## config.mk

```make
export PLATFORM = sky130hd
export DESIGN_NAME = demux4_buf
export DESIGN_NICKNAME = d
export VERILOG_FILES = /design/src/rtl/demux4_buf.sv
export SDC_FILE = /design/constraint.sdc
export NUM_CORES = 1
export LEC_CHECK = 0
export CORE_MARGIN = 5
export CORE_UTILIZATION = 50
export CTS_CLUSTER_DIAMETER = 120
export DETAILED_ROUTE_END_ITERATION = 12
export PLACE_DENSITY_LB_ADDON = 0.15
export SLEW_MARGIN = 25
export SYNTH_ARGS = -nofsm -noshare
export SYNTH_HDL_FRONTEND = slang
export SYNTH_SLANG_ARGS = --single-unit
```

## constraint.sdc

```tcl
create_clock -name clk -period 3.3 [get_ports clk]
set_input_delay 0.825 -clock clk [delete_from_list [all_inputs] [get_ports clk]]
set_output_delay 0.825 -clock clk [all_outputs]
set_load 0.05 [all_outputs]
```

## src/rtl/demux4_buf.sv

```systemverilog
// demux4_buf: 1-to-4 demultiplexer with a 2-entry FIFO per output lane.
//
// One producer pushes a WIDTH-bit beat per cycle (valid/ready) tagged with a
// 2-bit lane select. Each of the four lanes buffers up to two beats and drains
// independently to its own consumer (valid/ready). in_ready depends only on the
// presented in_sel and registered lane counts, so there is no
// combinational path from out_ready or in_data to any output.
//
// Ports:
//   clk, reset        rising-edge clock, asynchronous active-high reset
//   in_data/in_sel    input beat and destination lane
//   in_valid/in_ready input handshake (in_ready = selected lane not full)
//   out_data          lane k data at [k*WIDTH +: WIDTH]
//   out_valid[k]      lane k head valid
//   out_ready[k]      consumer k takes lane k head this cycle
//   beat_cnt          (DEMUX_BEATCNT_EN only) per-lane 8-bit push counters,
//                     lane k at [k*8 +: 8], wrap 255 -> 0
//
// Optional feature macro: DEMUX_BEATCNT_EN

// One lane: 2-entry FIFO. count 0 = idle, 1/2 = occupied.
module demux4_buf_lane #(
    parameter int WIDTH = 4
) (
    input  logic             clk,
    input  logic             rst,
    input  logic             push,        // already gated by !full at the top
    input  logic [WIDTH-1:0] push_data,
    input  logic             pop_ready,
    output logic             full,
    output logic             head_valid,
    output logic [WIDTH-1:0] head_data
);
    logic [1:0]            count_q, count_d;
    logic                  wr_ptr_q, wr_ptr_d;
    logic                  rd_ptr_q, rd_ptr_d;
    logic [1:0][WIDTH-1:0] mem_q, mem_d;
    logic                  pop;

    always_comb begin
        count_d  = count_q;
        wr_ptr_d = wr_ptr_q;
        rd_ptr_d = rd_ptr_q;
        mem_d    = mem_q;
        // Pop at count 0 is ignored, so a push into an empty lane with the
        // consumer ready still lands (count -> 1).
        pop = (count_q != 2'd0) && pop_ready;
        if (push) begin
            mem_d[wr_ptr_q] = push_data;
            wr_ptr_d        = ~wr_ptr_q;
        end
        if (pop) begin
            rd_ptr_d = ~rd_ptr_q;
        end
        case ({push, pop})
            2'b10:   count_d = count_q + 2'd1;
            2'b01:   count_d = count_q - 2'd1;
            default: count_d = count_q;  // idle, or push+pop at count 1
        endcase
    end

    always_ff @(posedge clk or posedge rst) begin
        if (rst) begin
            count_q  <= 2'd0;
            wr_ptr_q <= 1'b0;
            rd_ptr_q <= 1'b0;
            mem_q    <= '0;
        end else begin
            count_q  <= count_d;
            wr_ptr_q <= wr_ptr_d;
            rd_ptr_q <= rd_ptr_d;
            mem_q    <= mem_d;
        end
    end

    assign full       = (count_q == 2'd2);
    assign head_valid = (count_q != 2'd0);
    assign head_data  = mem_q[rd_ptr_q];
endmodule

module demux4_buf #(
    parameter int WIDTH = 4
) (
    input  logic               clk,
    input  logic               reset,
    input  logic [WIDTH-1:0]   in_data,
    input  logic [1:0]         in_sel,
    input  logic               in_valid,
    output logic               in_ready,
    output logic [4*WIDTH-1:0] out_data,
    output logic [3:0]         out_valid,
    input  logic [3:0]         out_ready
`ifdef DEMUX_BEATCNT_EN
    ,
    output logic [4*8-1:0]     beat_cnt
`endif
);
    logic [3:0]            lane_full;
    logic [3:0]            push_vec;
    logic [3:0][WIDTH-1:0] lane_data;

    // Full lane blocks the push even if its consumer pops this cycle.
    assign in_ready = ~lane_full[in_sel];

    always_comb begin
        push_vec         = '0;
        push_vec[in_sel] = in_valid & in_ready;
    end

    for (genvar k = 0; k < 4; k++) begin : g_lane
        demux4_buf_lane #(.WIDTH(WIDTH)) u_lane (
            .clk        (clk),
            .rst        (reset),
            .push       (push_vec[k]),
            .push_data  (in_data),
            .pop_ready  (out_ready[k]),
            .full       (lane_full[k]),
            .head_valid (out_valid[k]),
            .head_data  (lane_data[k])
        );
    end

    assign out_data = lane_data;

`ifdef DEMUX_BEATCNT_EN
    logic [3:0][7:0] beat_cnt_q, beat_cnt_d;

    always_comb begin
        for (int k = 0; k < 4; k++) begin
            beat_cnt_d[k] = beat_cnt_q[k] + {7'd0, push_vec[k]};
        end
    end

    always_ff @(posedge clk or posedge reset) begin
        if (reset) beat_cnt_q <= '0;
        else       beat_cnt_q <= beat_cnt_d;
    end

    assign beat_cnt = beat_cnt_q;
`endif
endmodule
```

# ---- After elaboration in Yosys (flattened, before gate mapping)
# Index checks and enable logic that the tools add are counted.
dict set report op_classes {
  eq_ne 12
  reduce_logical 17
  n_addsub 8
  order_cmp 14
  mux 28
  bitwise_logic 11
}
# operator count
set ops {}
lappend ops {{$mux W4} 12}
lappend ops {{$bwmux W8} 4}
lappend ops {{$demux W4 S1} 4}
lappend ops {{$eq A2 B2 Y1 const B} 8}
lappend ops {{$lt A1 B2 Y1 const B} 8}
lappend ops {{$pmux W2 S2} 4}
lappend ops {{$reduce_bool A2 Y1} 8}
lappend ops {{$logic_and A1 B1 Y1} 9}
lappend ops {{$not A1 Y1} 9}
lappend ops {{$add A2 B1 Y2 const B} 4}
lappend ops {{$eq A2 B1 Y1 const B} 4}
lappend ops {{$sub A2 B1 Y2 const B} 4}
lappend ops {{$and A4 B4 Y4} 1}
lappend ops {{$ge A1 B1 Y1 const B} 4}
lappend ops {{$lt A2 B3 Y1 const B} 1}
lappend ops {{$bmux W1 S2} 1}
lappend ops {{$demux W1 S2} 1}
lappend ops {{$ge A2 B1 Y1 const B} 1}
lappend ops {{$mux W1} 2}
lappend ops {{$and A1 B1 Y1} 1}
dict set report totals {
  register_bits 48
  wordCells 110
  input_bits 13
}

# ---- Longest topological paths before layout
# Gate-level depths: netlist of the first run.
dict set report depth {
  ltp_word 8
  ltp_mapped 7
  mapped_depth_nobuf 6
}

# ---- By module
# Synthesis of the first run repeated with hierarchy kept, for this count alone.
dict set report unflattened {
  hier_cells 159
  area_unflattened_um2 2347.3
}
# module seq_area_each_um2 area_each_um2 n_inst cells_each
set modules_own_cells {}
lappend modules_own_cells {{demux4_buf_lane (g_lane[0].u_lane ...)} 300.3 579.3 3 38}
lappend modules_own_cells {{demux4_buf_lane (g_lane[3].u_lane)} 300.3 545.5 1 38}
lappend modules_own_cells {demux4_buf 0.0 63.8 1 7}

# ---- Worst setup path after synthesis of the first run
# Ideal clock, no wire load.
dict set report synth_path {
  path_kind {input port to output port}
  from {input in_sel[1]}
  to {output in_ready}
  required_time_ns 2.475
  stages 2
  n_path_buf 1
  setup_slack_ns 0.828
  t_arrival_ns 1.647
  cell_sequence {buf_2 > mux4_2}
}
dict set report synth_via {
  elab_chain_len 3
}
# item line
set synth_rtl {}
lappend synth_rtl {{start, declared} 87} ;# input logic [1:0] in_sel,
lappend synth_rtl {{$bmux W1 S2} 103} ;# assign in_ready = ~lane_full[in_sel];
lappend synth_rtl {{$mux W1 (not written as such)} 103}
lappend synth_rtl {{$not A1 Y1} 103}
lappend synth_rtl {{end, declared} 89} ;# output logic in_ready,
# No other way between the ends. The select of a mux whose other input is x is not followed.

# ---- Worst setup path in the final report of the first run
# Same ends and word-level chain as after synthesis.

==> results of run 1 <==
[per-layer routing]
metal / track usage [%] / up-vias
met3: 5.21 / 6
met2: 26.7 / 23
li1: - / 634
met1: 20.8 / 678
met4: 4.64 / 0
met5: 0 / -
[through the flow]
stage | setup WS (ns) | hold WS (ns) | utilization, % | instance area [um^2]
final | 0.373 | 0.494 | 62.4 | 2730
after global routing | 0.332 | 0.513 | 62.4 | 2730
after CTS | 0.358 | 0.495 | 62.4 | 2730
after detailed placement | 0.363 | 0.479 | 60.3 | 2640
after global placement | 0.365 | 0.467 | 60.3 | 2640
after floorplan | 0.828 | 0.452 | - | 2280
[how the worst max path moves through the flow]
stage / start / endpoint / depth (start not counted)
2_1_floorplan: in_sel[1] / in_ready / 2
3_3_place_gp: in_sel[1] / in_ready / 3
3_5_place_dp: in_sel[1] / in_ready / 3
4_1_cts: in_sel[1] / in_ready / 3
5_1_grt: in_sel[1] / in_ready / 3
6_report: in_sel[1] / in_ready / 3
[critical path, delay by kind of cell]
kind                   cells  cell delay [ns]
multiplexers               1             0.53
buffers and inverters      2             0.75
[layout make-up]
type,count,area share [%]
Sequential cell,48,43.9
Timing Repair Buffer,36,12.8
Multi-Input combinational cell,107,37.4
Tap cell,52,2.38
Clock buffer,8,3.30
Inverter,1,0.137
[logic make-up after synthesis]
group | after synthesis | share of synthesized area (%)
AND/OR/NAND/NOR | 34 | 9.68
flip-flops | 48 | 52.8
buffers and inverters | 8 | 2.25
multiplexers | 49 | 25.4
XOR/XNOR | 20 | 7.70
adder cells (fa/ha/maj) | 4 | 2.20
[state kept, by name, indices dropped and copies added (netlist names)]
name / count
g_lane.u_lane.mem_q: 32
g_lane.u_lane.wr_ptr_q: 4
g_lane.u_lane.count_q: 8
g_lane.u_lane.rd_ptr_q: 4
[cell usage in the layout, fill, tap and decap left out, drive strengths merged, types with 4 or more instances in the layout]
master / Yosys / layout
and2: 4 / 4
mux2: 48 / 48
ha: 4 / 4
nor2: 5 / 5
dfrtp: 48 / 48
xor2: 8 / 8
xnor2: 12 / 12
clkdlybuf4s50: 0 / 32
nand2b: 4 / 4
buf: 7 / 4
or2: 4 / 4
clkbuf: 0 / 8
==> run metrics, run 1 <==
status=completed; Ys Warns=0; final period utilization=between 80% and 90%; nets=approximately 220; Fmax=roughly 340 MHz; number of port buffers=33; Final ANT Viol Nets=0; Worst R2R End=g_lane[1].u_lane.mem_q[5]; Placed Instances=between 200 and 250; initial antenna violation count=0; layout cells sized above 1=between 30% and 40%; DIE HEIGHT=between 70 and 80 um; CP Capture Type=primary output; Slew HR=around three fifths; drt wl/cell=approximately 17 um; # setup viols final=0; reg2reg setup slack=approximately 1.6 ns; # rows=24; Post-CTS Setup Inserts=0; routed length on met2=around 2100 um; Final Wtd Congestion=about 0.8; Hold Path End=g_lane[2].u_lane.wr_ptr_q; Ports=34; Top FF cell, synth=dfrtp_1; crit path time final=a little under 3 ns; critical path class=primary input to primary output; fillers=roughly 350; EDFF count, synth=0; First-pass DRT Iterations=4; Worst Skew=about 0.0033 ns; Mapped Cells=around 160; RSZ-0062 raised after global routing=false; vias in the first global route=1528; Starting Density=around 52%; via count=around 1300; met1 wire length=2010 um; largest fanout on the critical path=3; Yosys reg bits=48; first-pass GRT wire length=7690 um; Critical Path RT=about 2.5 ns; met3 routed WL=~180 um; Area Growth Syn to Fin=20.1%; FF/Latch Area=about 1200 um^2; Synth area leader=dfrtp_1; hold path start=g_lane[2].u_lane.wr_ptr_q; TritonCTS buffer count=5; syn_nets=180; CORE AREA=between 4000 and 5000 um^2; H-tree level count=2; CTS tree=yes; Skew-Pair Late Insertion Delay=approximately 0.3 ns; combined area of the multi-input logic cells=~1000 um^2; Max clock buf depth=2; synthesized cell area=2280 um^2; top cell type's share of synthesized area=52.8%; die area=6000 um^2; die width=approximately 77 um; Max Cap Viol=0; Final TNS setup=0 ns; Sink Count=48; Hold Buf Count CTS=0; Post-synth ARST share=100%; ant diodes=0; DRC Markers=0; Worst R2R Path Depth=3; CP max stage cell=clkdlybuf4s50_1; CTS root buffer=clkbuf_8; Max Used Layer=met4; Detail Placement HPWL=around 3200 um; hold path depth=1; final slew viol count=0; Synth top cells by count=dfrtp_1, mux2_2, xnor2_1; Hold WC Path Type=flip-flop to flip-flop; sequential area share after synthesis=a little over half; Hold Fails Final Rpt=0; largest net degree at the start of global routing=26; Critical Path Max Stage Delay=0.54 ns; final WL=4390 um; GRT Overall Usage=around 16%; syn avg cell area=roughly 14 um^2; RR Startpoint=g_lane[1].u_lane.count_q[1]; Congestion Overflow GR=0; Via density=approximately 5.3; crit path cell chain=clkdlybuf4s50_1 > mux4_2 > buf_4; post-route non-filler standard cell count=252; Worst Tran Pin Value=~0.62 ns; clock slew at reported path FFs=~0.080 ns; CP arrival=approximately 2.1 ns; library cells used by synthesis=25; Area contributors post-synth=dfrtp_1, mux2_2, xnor2_1; initial drt markers=59; most common cell in the synthesized netlist=dfrtp_1; post-cts resize count=0; CP Launch Type=primary input
Power of run 1 is not shown: default switching activity piles up to over one toggle a cycle in this logic, so the estimate is an artifact.
==> run 2: changes to the inputs <==
--- a/config.mk
+++ b/config.mk
@@ -5,6 +5,7 @@
 export SDC_FILE = /design/constraint.sdc
 export NUM_CORES = 1
 export LEC_CHECK = 0
+export ABC_CLOCK_PERIOD_IN_PS = 3300
 export CORE_MARGIN = 5
 export CORE_UTILIZATION = 50
 export CTS_CLUSTER_DIAMETER = 120
==> results of run 2 <==
Final layout, timing and power as in run 1 (identical DEF).
Power of run 2 is left out for the same reason.
==> run 3: changes to the inputs <==
--- a/config.mk
+++ b/config.mk
@@ -10,7 +10,7 @@
 export CORE_UTILIZATION = 50
 export CTS_CLUSTER_DIAMETER = 120
 export DETAILED_ROUTE_END_ITERATION = 12
-export PLACE_DENSITY_LB_ADDON = 0.15
+export PLACE_DENSITY = 0.8
 export SLEW_MARGIN = 25
 export SYNTH_ARGS = -nofsm -noshare
 export SYNTH_HDL_FRONTEND = slang
==> run metrics, run 3 (synthesis results as in run 1) <==
status=completed; RSZ-0062 raised after global routing=false; layout cells sized above 1=32.8% (-0.67 points); TritonCTS buffer count=5 (unchanged); drt wl/cell=16.8 um (-3.4%); Skew-Pair Late Insertion Delay=0.30 ns (about the same); CP Launch Type=primary input; First-pass DRT Iterations=2 (-2); Starting Density=51.9% (unchanged); Detail Placement HPWL=3080 um (-4.8%); Critical Path Max Stage Delay=0.52 ns (-0.02 ns); met3 Use GR=4.28% (-0.93 points); die area=6000 um^2 (unchanged); die width=77.5 um (unchanged); Hold Path End=g_lane[2].u_lane.wr_ptr_q; FF/Latch Area=1200 um^2 (unchanged); critical path's top delay family=buffers and inverters; final slew viol count=0 (unchanged); nets=215 (-0.46%); met2 Resource Use GR=25.4% (-1.3 points); Max clock buf depth=2 (unchanged); final period utilization=87.8% (-0.88 points); leading cell type in the layout, fill and taps excluded=dfrtp_1; combined area of the multi-input logic cells=1020 um^2 (unchanged); Worst R2R End=g_lane[3].u_lane.mem_q[2]; hold path start=g_lane[2].u_lane.wr_ptr_q; Final TNS setup=0 ns (unchanged); fin util=61.9% (-0.46 points); most flop-heavy register=g_lane.u_lane.mem_q; clock slew at reported path FFs=0.08 ns (about the same); Fmax=345 MHz (+1.0%); critical path depth in cells=3 (unchanged); hold path depth=1 (unchanged); largest fanout on the critical path=2 (-1); Critical Path RT=2.47 ns (about the same); Max Cap Viol=0 (unchanged); crit path cell chain=clkdlybuf4s50_1 > mux4_2 > buf_4; Worst Path Buf+Inv=2 (unchanged); CP Capture Type=primary output; reg2reg setup slack=1.63 ns (+0.02 ns); # rows=24 (unchanged); most frequent cells in the layout=dfrtp_1, mux2_2, clkdlybuf4s50_1; Final Wtd Congestion=0.799 (+2.4%); initial antenna violation count=0 (unchanged); DRC Markers=0 (unchanged); Ports=34 (unchanged); Worst Tran Pin Value=0.624 ns (+0.00435 ns); Via density=5.27 (-0.93%); initial drt markers=18 (-69%); met1 GRT Util=19.8% (-0.97 points); CTS root buffer=clkbuf_8; GRT Overall Usage=15.4% (-0.86 points); H-tree level count=2 (unchanged); Final ANT Viol Nets=0 (unchanged); ant diodes=0 (unchanged); final WL=4210 um (-4.1%); largest registers=g_lane.u_lane.mem_q (32), g_lane.u_lane.count_q (8); CP max stage cell=clkdlybuf4s50_1; Hold WC Path Type=flip-flop to flip-flop; # setup viols final=0 (unchanged); Worst Skew=0.00804 ns (+0.00471 ns); fillers=337 (-4.0%); CTS tree=yes; RR Startpoint=g_lane[3].u_lane.count_q[1]; CORE AREA=4380 um^2 (unchanged); first-pass GRT wire length=7320 um (-4.8%); largest net degree at the start of global routing=49 (+88%); Worst R2R Path Depth=3 (unchanged); Post-CTS Setup Inserts=0 (unchanged); GR peak layer=met2; Congestion Overflow GR=0 (unchanged); critical path class=primary input to primary output; max FFs per register=32 (unchanged); Slew HR=58.1% (-0.50 points); CP arrival=2.07 ns (-0.03 ns); Hold Fails Final Rpt=0 (unchanged); Area Growth Syn to Fin=19.2%; post-cts resize count=0 (unchanged); vias in the first global route=1506 (-1.4%); crit path time final=2.90 ns (-0.0289 ns); Sink Count=48 (unchanged); via count=1318 (-1.7%); number of port buffers=33 (unchanged); DIE HEIGHT=77.5 um (unchanged); Hold Buf Count CTS=0 (unchanged)
run 3: area by class of cell:
| cell class | count | area share (%) |
|---|---|---|
| Clock buffer | 6 | 2.67 |
| Clock inverter | 1 | 0.184 |
| Inverter | 1 | 0.138 |
| Multi-Input combinational cell | 107 | 37.7 |
| Sequential cell | 48 | 44.3 |
| Tap cell | 52 | 2.40 |
| Timing Repair Buffer | 35 | 12.6 |
run 3: how the worst max path moves through the flow:
stage | startpoint | to
detailed placement | in_sel[1] | in_ready
finish | in_sel[1] | in_ready
floorplan | in_sel[1] | in_ready
global route | in_sel[1] | in_ready
CTS | in_sel[1] | in_ready
global placement | in_sel[1] | in_ready
run 3: worst reg2reg max path, stage by stage (launching register included):
cell and delay (ns):
dfrtp_1 0.41, nor2b_1 0.16, nor4b_2 0.58, mux2_2 0.40
run 3: through the flow:
step	setup slack [ns]	std cells	cell area, um^2	hold WS, ns
3_5_place_dp	0.388	243	2640	0.483
6_report	0.402	250	2710	0.488
3_3_place_gp	0.396	243	2640	0.468
2_1_floorplan	0.828	163	2280	0.452
4_1_cts	0.387	250	2710	0.493
5_1_grt	0.358	250	2710	0.523
run 3: layer usage:
layer	wire length [um]	part of all wire (%)
met1	1880	45
met2	2070	49
met3	205	4.9
met4	54	1.3
met5	0	0
Power of run 3 is left out for the same reason.
